--- src/rtl/seg7_pkg.sv ---
// Shared constants for the 7-segment scan driver: hex glyph table, pin polarities, update FSM states.
// No logic lives here.
package seg7_pkg;

    localparam logic [6:0] SEG_OFF = 7'b1111111;
    localparam logic       AN_OFF  = 1'b1;
    localparam logic       AN_ON   = 1'b0;
    localparam logic       DP_OFF  = 1'b1;

    // Active-low {a,b,c,d,e,f,g}; entry n sits at index n (F is listed first).
    localparam logic [15:0][6:0] HEX_SEG = {
        7'b0111000,  // F
        7'b0110000,  // E
        7'b1000010,  // d
        7'b0110001,  // C
        7'b1100000,  // b
        7'b0001000,  // A
        7'b0000100,  // 9
        7'b0000000,  // 8
        7'b0001111,  // 7
        7'b0100000,  // 6
        7'b0100100,  // 5
        7'b1001100,  // 4
        7'b0000110,  // 3
        7'b0010010,  // 2
        7'b1001111,  // 1
        7'b0000001   // 0
    };

    typedef enum logic {
        ST_IDLE    = 1'b0,
        ST_PENDING = 1'b1
    } upd_state_t;

endpackage

--- src/rtl/seg7_hex_decode.sv ---
// Hex nibble to active-low segment pattern.
// Latency: combinational; backpressure: none.
module seg7_hex_decode
    import seg7_pkg::*;
(
    input  logic [3:0] nibble,
    output logic [6:0] seg_n
);

    assign seg_n = HEX_SEG[nibble];

endmodule

--- src/rtl/seg7_scan_driver.sv ---
// Multiplexed 7-segment driver with guard-banded PWM dimming and frame-synchronous content update.
// Latency: pins lag scan state by one clock; backpressure: ready low while an update waits for the frame boundary.
module seg7_scan_driver
    import seg7_pkg::*;
#(
    parameter int NUM_DIGITS    = 4,
    parameter int SCAN_DIV_BITS = 18,
    parameter int GUARD         = 16
) (
    input  logic                    clock_100Mhz,
    input  logic                    reset,
    input  logic                    load,
    input  logic [4*NUM_DIGITS-1:0] digits_in,
    input  logic [NUM_DIGITS-1:0]   blank_in,
    input  logic [NUM_DIGITS-1:0]   dp_in,
    input  logic [3:0]              brightness,
    output logic                    ready,
    output logic [6:0]              seg,
    output logic                    dp,
    output logic [NUM_DIGITS-1:0]   an,
    output logic                    frame_done
);

    localparam int               IDX_W    = (NUM_DIGITS > 1) ? $clog2(NUM_DIGITS) : 1;
    localparam logic [IDX_W-1:0] LAST_IDX = IDX_W'(NUM_DIGITS - 1);

    logic [SCAN_DIV_BITS-1:0]   presc;
    logic [IDX_W-1:0]           idx;
    logic                       frame_end;
    logic                       commit;
    upd_state_t                 state, state_nxt;

    logic [NUM_DIGITS-1:0][3:0] pnd_digits, act_digits;
    logic [NUM_DIGITS-1:0]      pnd_blank, act_blank;
    logic [NUM_DIGITS-1:0]      pnd_dp, act_dp;

    logic [6:0]                 cur_seg;
    logic                       drive;

    assign frame_end  = (&presc) && (idx == LAST_IDX);
    assign frame_done = frame_end;

    always_ff @(posedge clock_100Mhz or posedge reset) begin
        if (reset) begin
            presc <= '0;
            idx   <= '0;
        end else begin
            presc <= presc + 1'b1;
            if (&presc)
                idx <= (idx == LAST_IDX) ? '0 : idx + 1'b1;
        end
    end

    always_ff @(posedge clock_100Mhz or posedge reset) begin
        if (reset)
            state <= ST_IDLE;
        else
            state <= state_nxt;
    end

    // A load landing on the commit cycle keeps the FSM pending for the next frame.
    always_comb begin
        state_nxt = state;
        case (state)
            ST_IDLE:    if (load) state_nxt = ST_PENDING;
            ST_PENDING: if (frame_end && !load) state_nxt = ST_IDLE;
            default:    state_nxt = ST_IDLE;
        endcase
    end

    always_comb begin
        ready  = (state == ST_IDLE);
        commit = frame_end && (state == ST_PENDING);
    end

    always_ff @(posedge clock_100Mhz or posedge reset) begin
        if (reset) begin
            pnd_digits <= '0;
            pnd_blank  <= '1;
            pnd_dp     <= '0;
            act_digits <= '0;
            act_blank  <= '1;
            act_dp     <= '0;
        end else begin
            if (commit) begin
                act_digits <= pnd_digits;
                act_blank  <= pnd_blank;
                act_dp     <= pnd_dp;
            end
            if (load) begin
                pnd_digits <= digits_in;
                pnd_blank  <= blank_in;
                pnd_dp     <= dp_in;
            end
        end
    end

    seg7_hex_decode u_hex_decode (
        .nibble (act_digits[idx]),
        .seg_n  (cur_seg)
    );

    // PWM compares the top four prescaler bits so duty steps are 1/16 of the dwell.
    assign drive = (presc >= SCAN_DIV_BITS'(GUARD))
                && !act_blank[idx]
                && (brightness > presc[SCAN_DIV_BITS-1 -: 4]);

    always_ff @(posedge clock_100Mhz or posedge reset) begin
        if (reset) begin
            an  <= {NUM_DIGITS{AN_OFF}};
            seg <= SEG_OFF;
            dp  <= DP_OFF;
        end else begin
            an <= {NUM_DIGITS{AN_OFF}};
            if (drive)
                an[idx] <= AN_ON;
            seg <= drive ? cur_seg : SEG_OFF;
            dp  <= drive ? ~act_dp[idx] : DP_OFF;
        end
    end

endmodule
--- config.mk ---
export PLATFORM = sky130hd
export DESIGN_NAME = seg7_scan_driver
export DESIGN_NICKNAME = d
export VERILOG_FILES = /design/src/rtl/seg7_pkg.sv /design/src/rtl/seg7_hex_decode.sv /design/src/rtl/seg7_scan_driver.sv
export SDC_FILE = /design/constraint.sdc
export NUM_CORES = 1
export LEC_CHECK = 0
export ABC_CLOCK_PERIOD_IN_PS = 2300
export CORE_ASPECT_RATIO = 1.1
export CORE_UTILIZATION = 45
export CTS_CLUSTER_DIAMETER = 150
export CTS_CLUSTER_SIZE = 14
export DETAILED_ROUTE_END_ITERATION = 8
export PLACE_DENSITY_LB_ADDON = 0.2
export SYNTH_ARGS = -nofsm -noshare
export SYNTH_HDL_FRONTEND = slang
export SYNTH_SLANG_ARGS = --single-unit
export TNS_END_PERCENT = 30
--- constraint.sdc ---
create_clock -name clock_100Mhz -period 2.3 [get_ports clock_100Mhz]
set_input_delay 0.23 -clock clock_100Mhz [delete_from_list [all_inputs] [get_ports clock_100Mhz]]
set_output_delay 0.23 -clock clock_100Mhz [all_outputs]
set_load 0.01 [all_outputs]
After elaboration in Yosys (flattened, before gate mapping)
Memory sizes are Yosys's and may differ from the RTL's.
Cells that the tools add are included.

storage, ports and cells
  word-level logic and storage cells = 55
  register bits after elaboration = 81
  memories kept = 1
  memory bits (read-only) = 112
  bits of input ports = 31

operators by class
  muxes and demuxes = 16
  bitwise gates (word level) = 3
  reduce and logical (&&, ||, !) cells = 9
  add/sub/neg operators = 2
  equal/unequal tests = 1
  order comparisons = 5

memory list
  memory            depth  bits a word  rd ports  clocked after memory_dff  wr ports  line                   RTL
  (name not given)  16     7            1         0                         0         seg7_hex_decode.sv:10  assign seg_n = HEX_SEG[nibble];

operators with widths
  operator                                                            number
  adder 18 x 1 -> 18 bit, second input constant                       1
  greater-or-equal comparator 18 x 5 -> 1 bit, second input constant  1
  AND reduction 18 bit                                                1
  2-to-1 mux 7 bit                                                    2
  binary-select mux 4 bit (select 2 bit)                              1
  2-to-1 mux 4 bit                                                    2
  logical AND 1 bit                                                   6
  2-to-1 mux 1 bit                                                    6
  less-than comparator 4 x 5 -> 1 bit, second input constant          1
  binary-select mux 1 bit (select 2 bit)                              2
  > comparator 4 bit                                                  1
  inverter 4 bit                                                      1
  less-than comparator 2 x 3 -> 1 bit, second input constant          1
  adder 2 x 1 -> 2 bit, second input constant                         1
  demux 1 bit (select 2 bit)                                          1
  equality test 2 bit, second input constant                          1
  greater-or-equal comparator 2 x 1 -> 1 bit, second input constant   1
  zero test 1 bit                                                     2
  2-to-1 mux 2 bit                                                    1
  inverter 1 bit                                                      2
  one-hot mux 1 bit (2 select lines)                                  1

Depth between registers and ports, before layout
  word-level depth = 6
  gate-level depth with buffers = 8

Hierarchy
A second synthesis with hierarchy kept.

unflattened totals
  cell total of the unflattened synthesis = 271
  area, all modules = 3772.4 um2

modules (own cells, without submodules)
  module            area each (um2)  instances  cells an instance
  seg7_scan_driver  3524.6           1          236
  seg7_hex_decode   247.7            1          35

Worst setup path before layout
Ideal clock, no wire load.

  path kind = flip-flop to flip-flop
  from = reg presc[0]
  to = reg act_digits[0] (netlist bit)
  path slack = 0.159 ns
  library setup time = 0.125 ns
  cell stages (with the launch flop) = 9
  path buffers = 2
  required time = 2.175 ns
  arrival = 2.016 ns
  path through = dfrtp_1 -> ha_1 -> nand2_1 -> nor4_4 -> and4_4 -> and3_4 -> buf_8 -> buf_12 -> mux2_4

on the way
  cells in the longest elaborated chain, start to end = 3

RTL lines
  element                 line                    RTL
  from (decl)             seg7_scan_driver.sv:27  logic [SCAN_DIV_BITS-1:0] presc;
  from (signal assigned)  seg7_scan_driver.sv:48  presc <= presc + 1'b1;
  AND reduction 18 bit    seg7_scan_driver.sv:40  assign frame_end = (&presc) && (idx == LAST_IDX);
  logical AND 1 bit       seg7_scan_driver.sv:40
  logical AND 1 bit       seg7_scan_driver.sv:73  commit = frame_end && (state == ST_PENDING);
  to (signal assigned)    seg7_scan_driver.sv:86  act_digits <= pnd_digits;
  to (decl)               seg7_scan_driver.sv:33  logic [NUM_DIGITS-1:0][3:0] pnd_digits, act_digits;

No other way between the ends.
A chain may end at the register's enable or synchronous reset.

Worst setup path in the final report
  from = reg presc[4]
  to = reg act_dp[1]

on the way
  cells in the longest elaborated chain, start to end = 3

RTL lines
  element               line                    RTL
  AND reduction 18 bit  seg7_scan_driver.sv:40
  logical AND 1 bit     seg7_scan_driver.sv:40
  logical AND 1 bit     seg7_scan_driver.sv:73
  to (signal assigned)  seg7_scan_driver.sv:88  act_dp <= pnd_dp;
  to (decl)             seg7_scan_driver.sv:35  logic [NUM_DIGITS-1:0] pnd_dp, act_dp;

No other way between the ends.

==> impl_metrics.ini <==
[clock_tree]
clock_latency_ns = 0.35
root_buffer = clkbuf_8
clk_pin_slew_ns = 0.08
cts_tree = built
clockBufferDepth = 2
hold_buffers = 0
htreeDepth = 3
numClockSinks = 81
cts_buffers = 9

[place]
numPortBuffers = 44
detailedPlacementHpwl_um = 4190
place_inst = 421
place.gp.congestion = 0.766

[sta]
slew-limit-headroom_pct = 71.2
fin_worst_skew_ns = 0.0135
worstMarginPinSlew_ns = 0.431
setup_violations = 0
setup-tns-final_ns = 0
finalHoldViolations = 0
max_freq_ghz = 0.480
rsz0062_at_grt = no
period_share_pct = 90.6
fin_crit_ns = 2.08
slew_viol_final = 0

[cells_and_area]
fill_cells = 690
final_nets = 381
antennaDiodeCount = 0
drive_gt1_share_pct = 36.0
synthToLayoutAreaGrowth_pct = 23.6
instances_no_fill = 447

[pwr]
sw_frac_of_total_pct = 21.3
comb_power_share_pct = 6.6
peakVddDrop_mv = 0.398
power.density_mw_per_mm2 = 606
seq_power_share_pct = 53.8
pwr-share-clk_pct = 39.6
p_int_uw = 2220
leakagePower_uw = 0.00203
switching_power_uw = 598

[detailed_routing]
post_drt_wl_per_cell_um = 14.0
m1WireLength_um = 2920
dr_wl_met3_um = 257
dr.max_layer_used = met4
ant_nets = 0
met2WireLength_um = 2960
firstDrtPassIters = 4
drtIter0Drc = 95
vias_per_cell = 4.90
via_count = 2190
drc = 0
drt-total-wl_um = 6240

[yosys]
synth_cell_types = 37
synth_warnings = 0
yosys.area.top_type_share_pct = 40.6
synth_edf_count = 0
yosys.area.top_type = dfrtp_1
syn_area_sq_mm = 0.00376
netlist_top_cells_area = dfrtp_1 (41%), dfstp_2 (14%), mux2_2 (9.3%)
synth_ff_type = dfrtp_1
ys_async_sr_fraction_pct = 100
yosysSeqAreaShare_pct = 54.6
ys_ff_latch = 81
netlist_instances = 271
syn_nets = 318
yosysMostFrequentCell = dfrtp_1
synth.top_cells.by_count = dfrtp_1 (61), mux2_2 (31), nand2_1 (24)
synth.avg_cell_area_sq_um = 13.9

[floorplanning]
rows = 34
start_util_pct = 47.0
die_h_um = 97.8
die_area_sq_mm = 0.00872
io_pins = 45
core-area_sq_mm = 0.00800
die_w_um = 89.1

[critical_path]
worst-setup-path-type = reg2reg
crit_required_ns = 2.53
worstPathMaxFanout = 11
setup.worst_path.end_class = flip-flop
cp_data_arrival_time_ns = 2.32
cp-start-kind = flip-flop

[run_status]
outcome = finished, final reports clean

[grt]
grt_pass1_vias = 2297
grt_first_pass_wirelength_um = 11000
overflow = 0
antenna_found_initial = 0
grt_max_degree = 82
grt_usage_pct = 16.6

[flow_run]
drv_cap = 0

[min_path]
min_path_type = in2async
==> worst max-delay path, cell delays in order, from the launching register on <==
cell,delay (ns)
dfrtp_1,0.38
nand4_2,0.13
nor4_4,0.31
and4_4,0.25
buf_4,0.12
and3_4,0.26
buf_12,0.16
mux2_2,0.33
==> cell usage in the layout, fill, tap and decap left out, drive strengths merged <==
master and count:
and4 2, dfstp 20, and2 1, clkinv 3, clkbuf 11, a21oi 2
bufinv 2, buf 19, o21ai 6, inv 12, dlygate4sd2 1, clkinvlp 1
nor3 2, nor2 7, nand3b 1, nand3 10, nand2 24, nor2b 1
and3 3, dfrtp 61, xor2 5, clkdlybuf4s50 43, o311ai 2, o211ai 3
xnor2 11, a211oi 1, ha 16, nand4 7, nor4 4, mux4 6
mux2 51, o21bai 1
==> path summary, 6_finish.rpt <==
kind,start,endpoint,slack [ns],cells after the start
worst max-delay path,presc[4],act_dp[1],0.22,7
worst min-delay path,reset,presc[10],0.26,3
worst max register to register,presc[4],act_dp[1],0.22,7
worst min register to register,pnd_digits[15],act_digits[15],0.50,1
max in group asynchronous,reset,seg[2],1.65,3
min in group clock_100Mhz,digits_in[8],pnd_digits[8],0.49,2
==> through the flow <==
stage          setup slack (ns)  power [uW]  hold WS [ns]  instance area, sq um  utilization, %
3_3_place_gp              0.169        1730         0.484                  4350            54.4
3_5_place_dp              0.131        1730         0.486                  4350            54.4
2_1_floorplan            0.0230        1630         0.382                  3760               -
4_1_cts                   0.196        2850         0.292                  4640            58.0
5_1_grt                   0.104        2940         0.335                  4640            58.0
6_report                  0.215        2810         0.260                  4640            58.0
==> flip-flops by register name (all words and copies together), names as in the netlist <==
name / cells
act_dp: 4
pnd_blank: 4
act_digits: 16
pnd_dp: 4
state: 1
an: 4
seg: 7
presc: 18
idx: 2
dp: 1
act_blank: 4
pnd_digits: 16
==> repair_timing <==
| action | in CTS | in global routing |
|---|---|---|
| hold endpoints to repair | 0 | 0 |
| endpoints found under the setup margin | 1 | 0 |
| buffers inserted | 10 | 0 |
| gates resized for setup | 4 | 0 |
==> logic make-up after synthesis <==
| kind of cell | Yosys count | synth area share, % |
|---|---|---|
| flip-flops | 81 | 54.6 |
| AO/OA/AOI/OAI | 15 | 2.53 |
| buffers and inverters | 24 | 3.60 |
| AND/OR/NAND/NOR | 62 | 9.29 |
| multiplexers | 57 | 20.9 |
| adder cells (fa/ha/maj) | 16 | 5.33 |
| XOR/XNOR | 16 | 3.73 |
==> power groups by stage <==
stage	registers, uW	logic [uW]	clock network, uW
floorplan	1540	88.6	0
global placement	1540	187	0
detailed placement	1540	190	0
CTS	1520	190	1150
global route	1520	206	1210
finish	1510	185	1110
==> layer usage <==
metal	vias to the layer above	track usage [%]
li1	1073	-
met2	42	26.0
met3	9	4.48
met5	-	0
met4	0	6.59
met1	1066	21.8
==> area by class of cell <==
cell class / count / area (sq um) / area share (%)
timing repair buffer: 63 / 619 / 13.3
inverter: 13 / 50.0 / 1.08
multi-input combinational: 166 / 1570 / 33.8
sequential: 81 / 2060 / 44.3
tap: 108 / 135 / 2.91
clock inverter: 5 / 81.3 / 1.75
clock buffer: 11 / 131 / 2.83
Power figures use the tool's default switching activity.
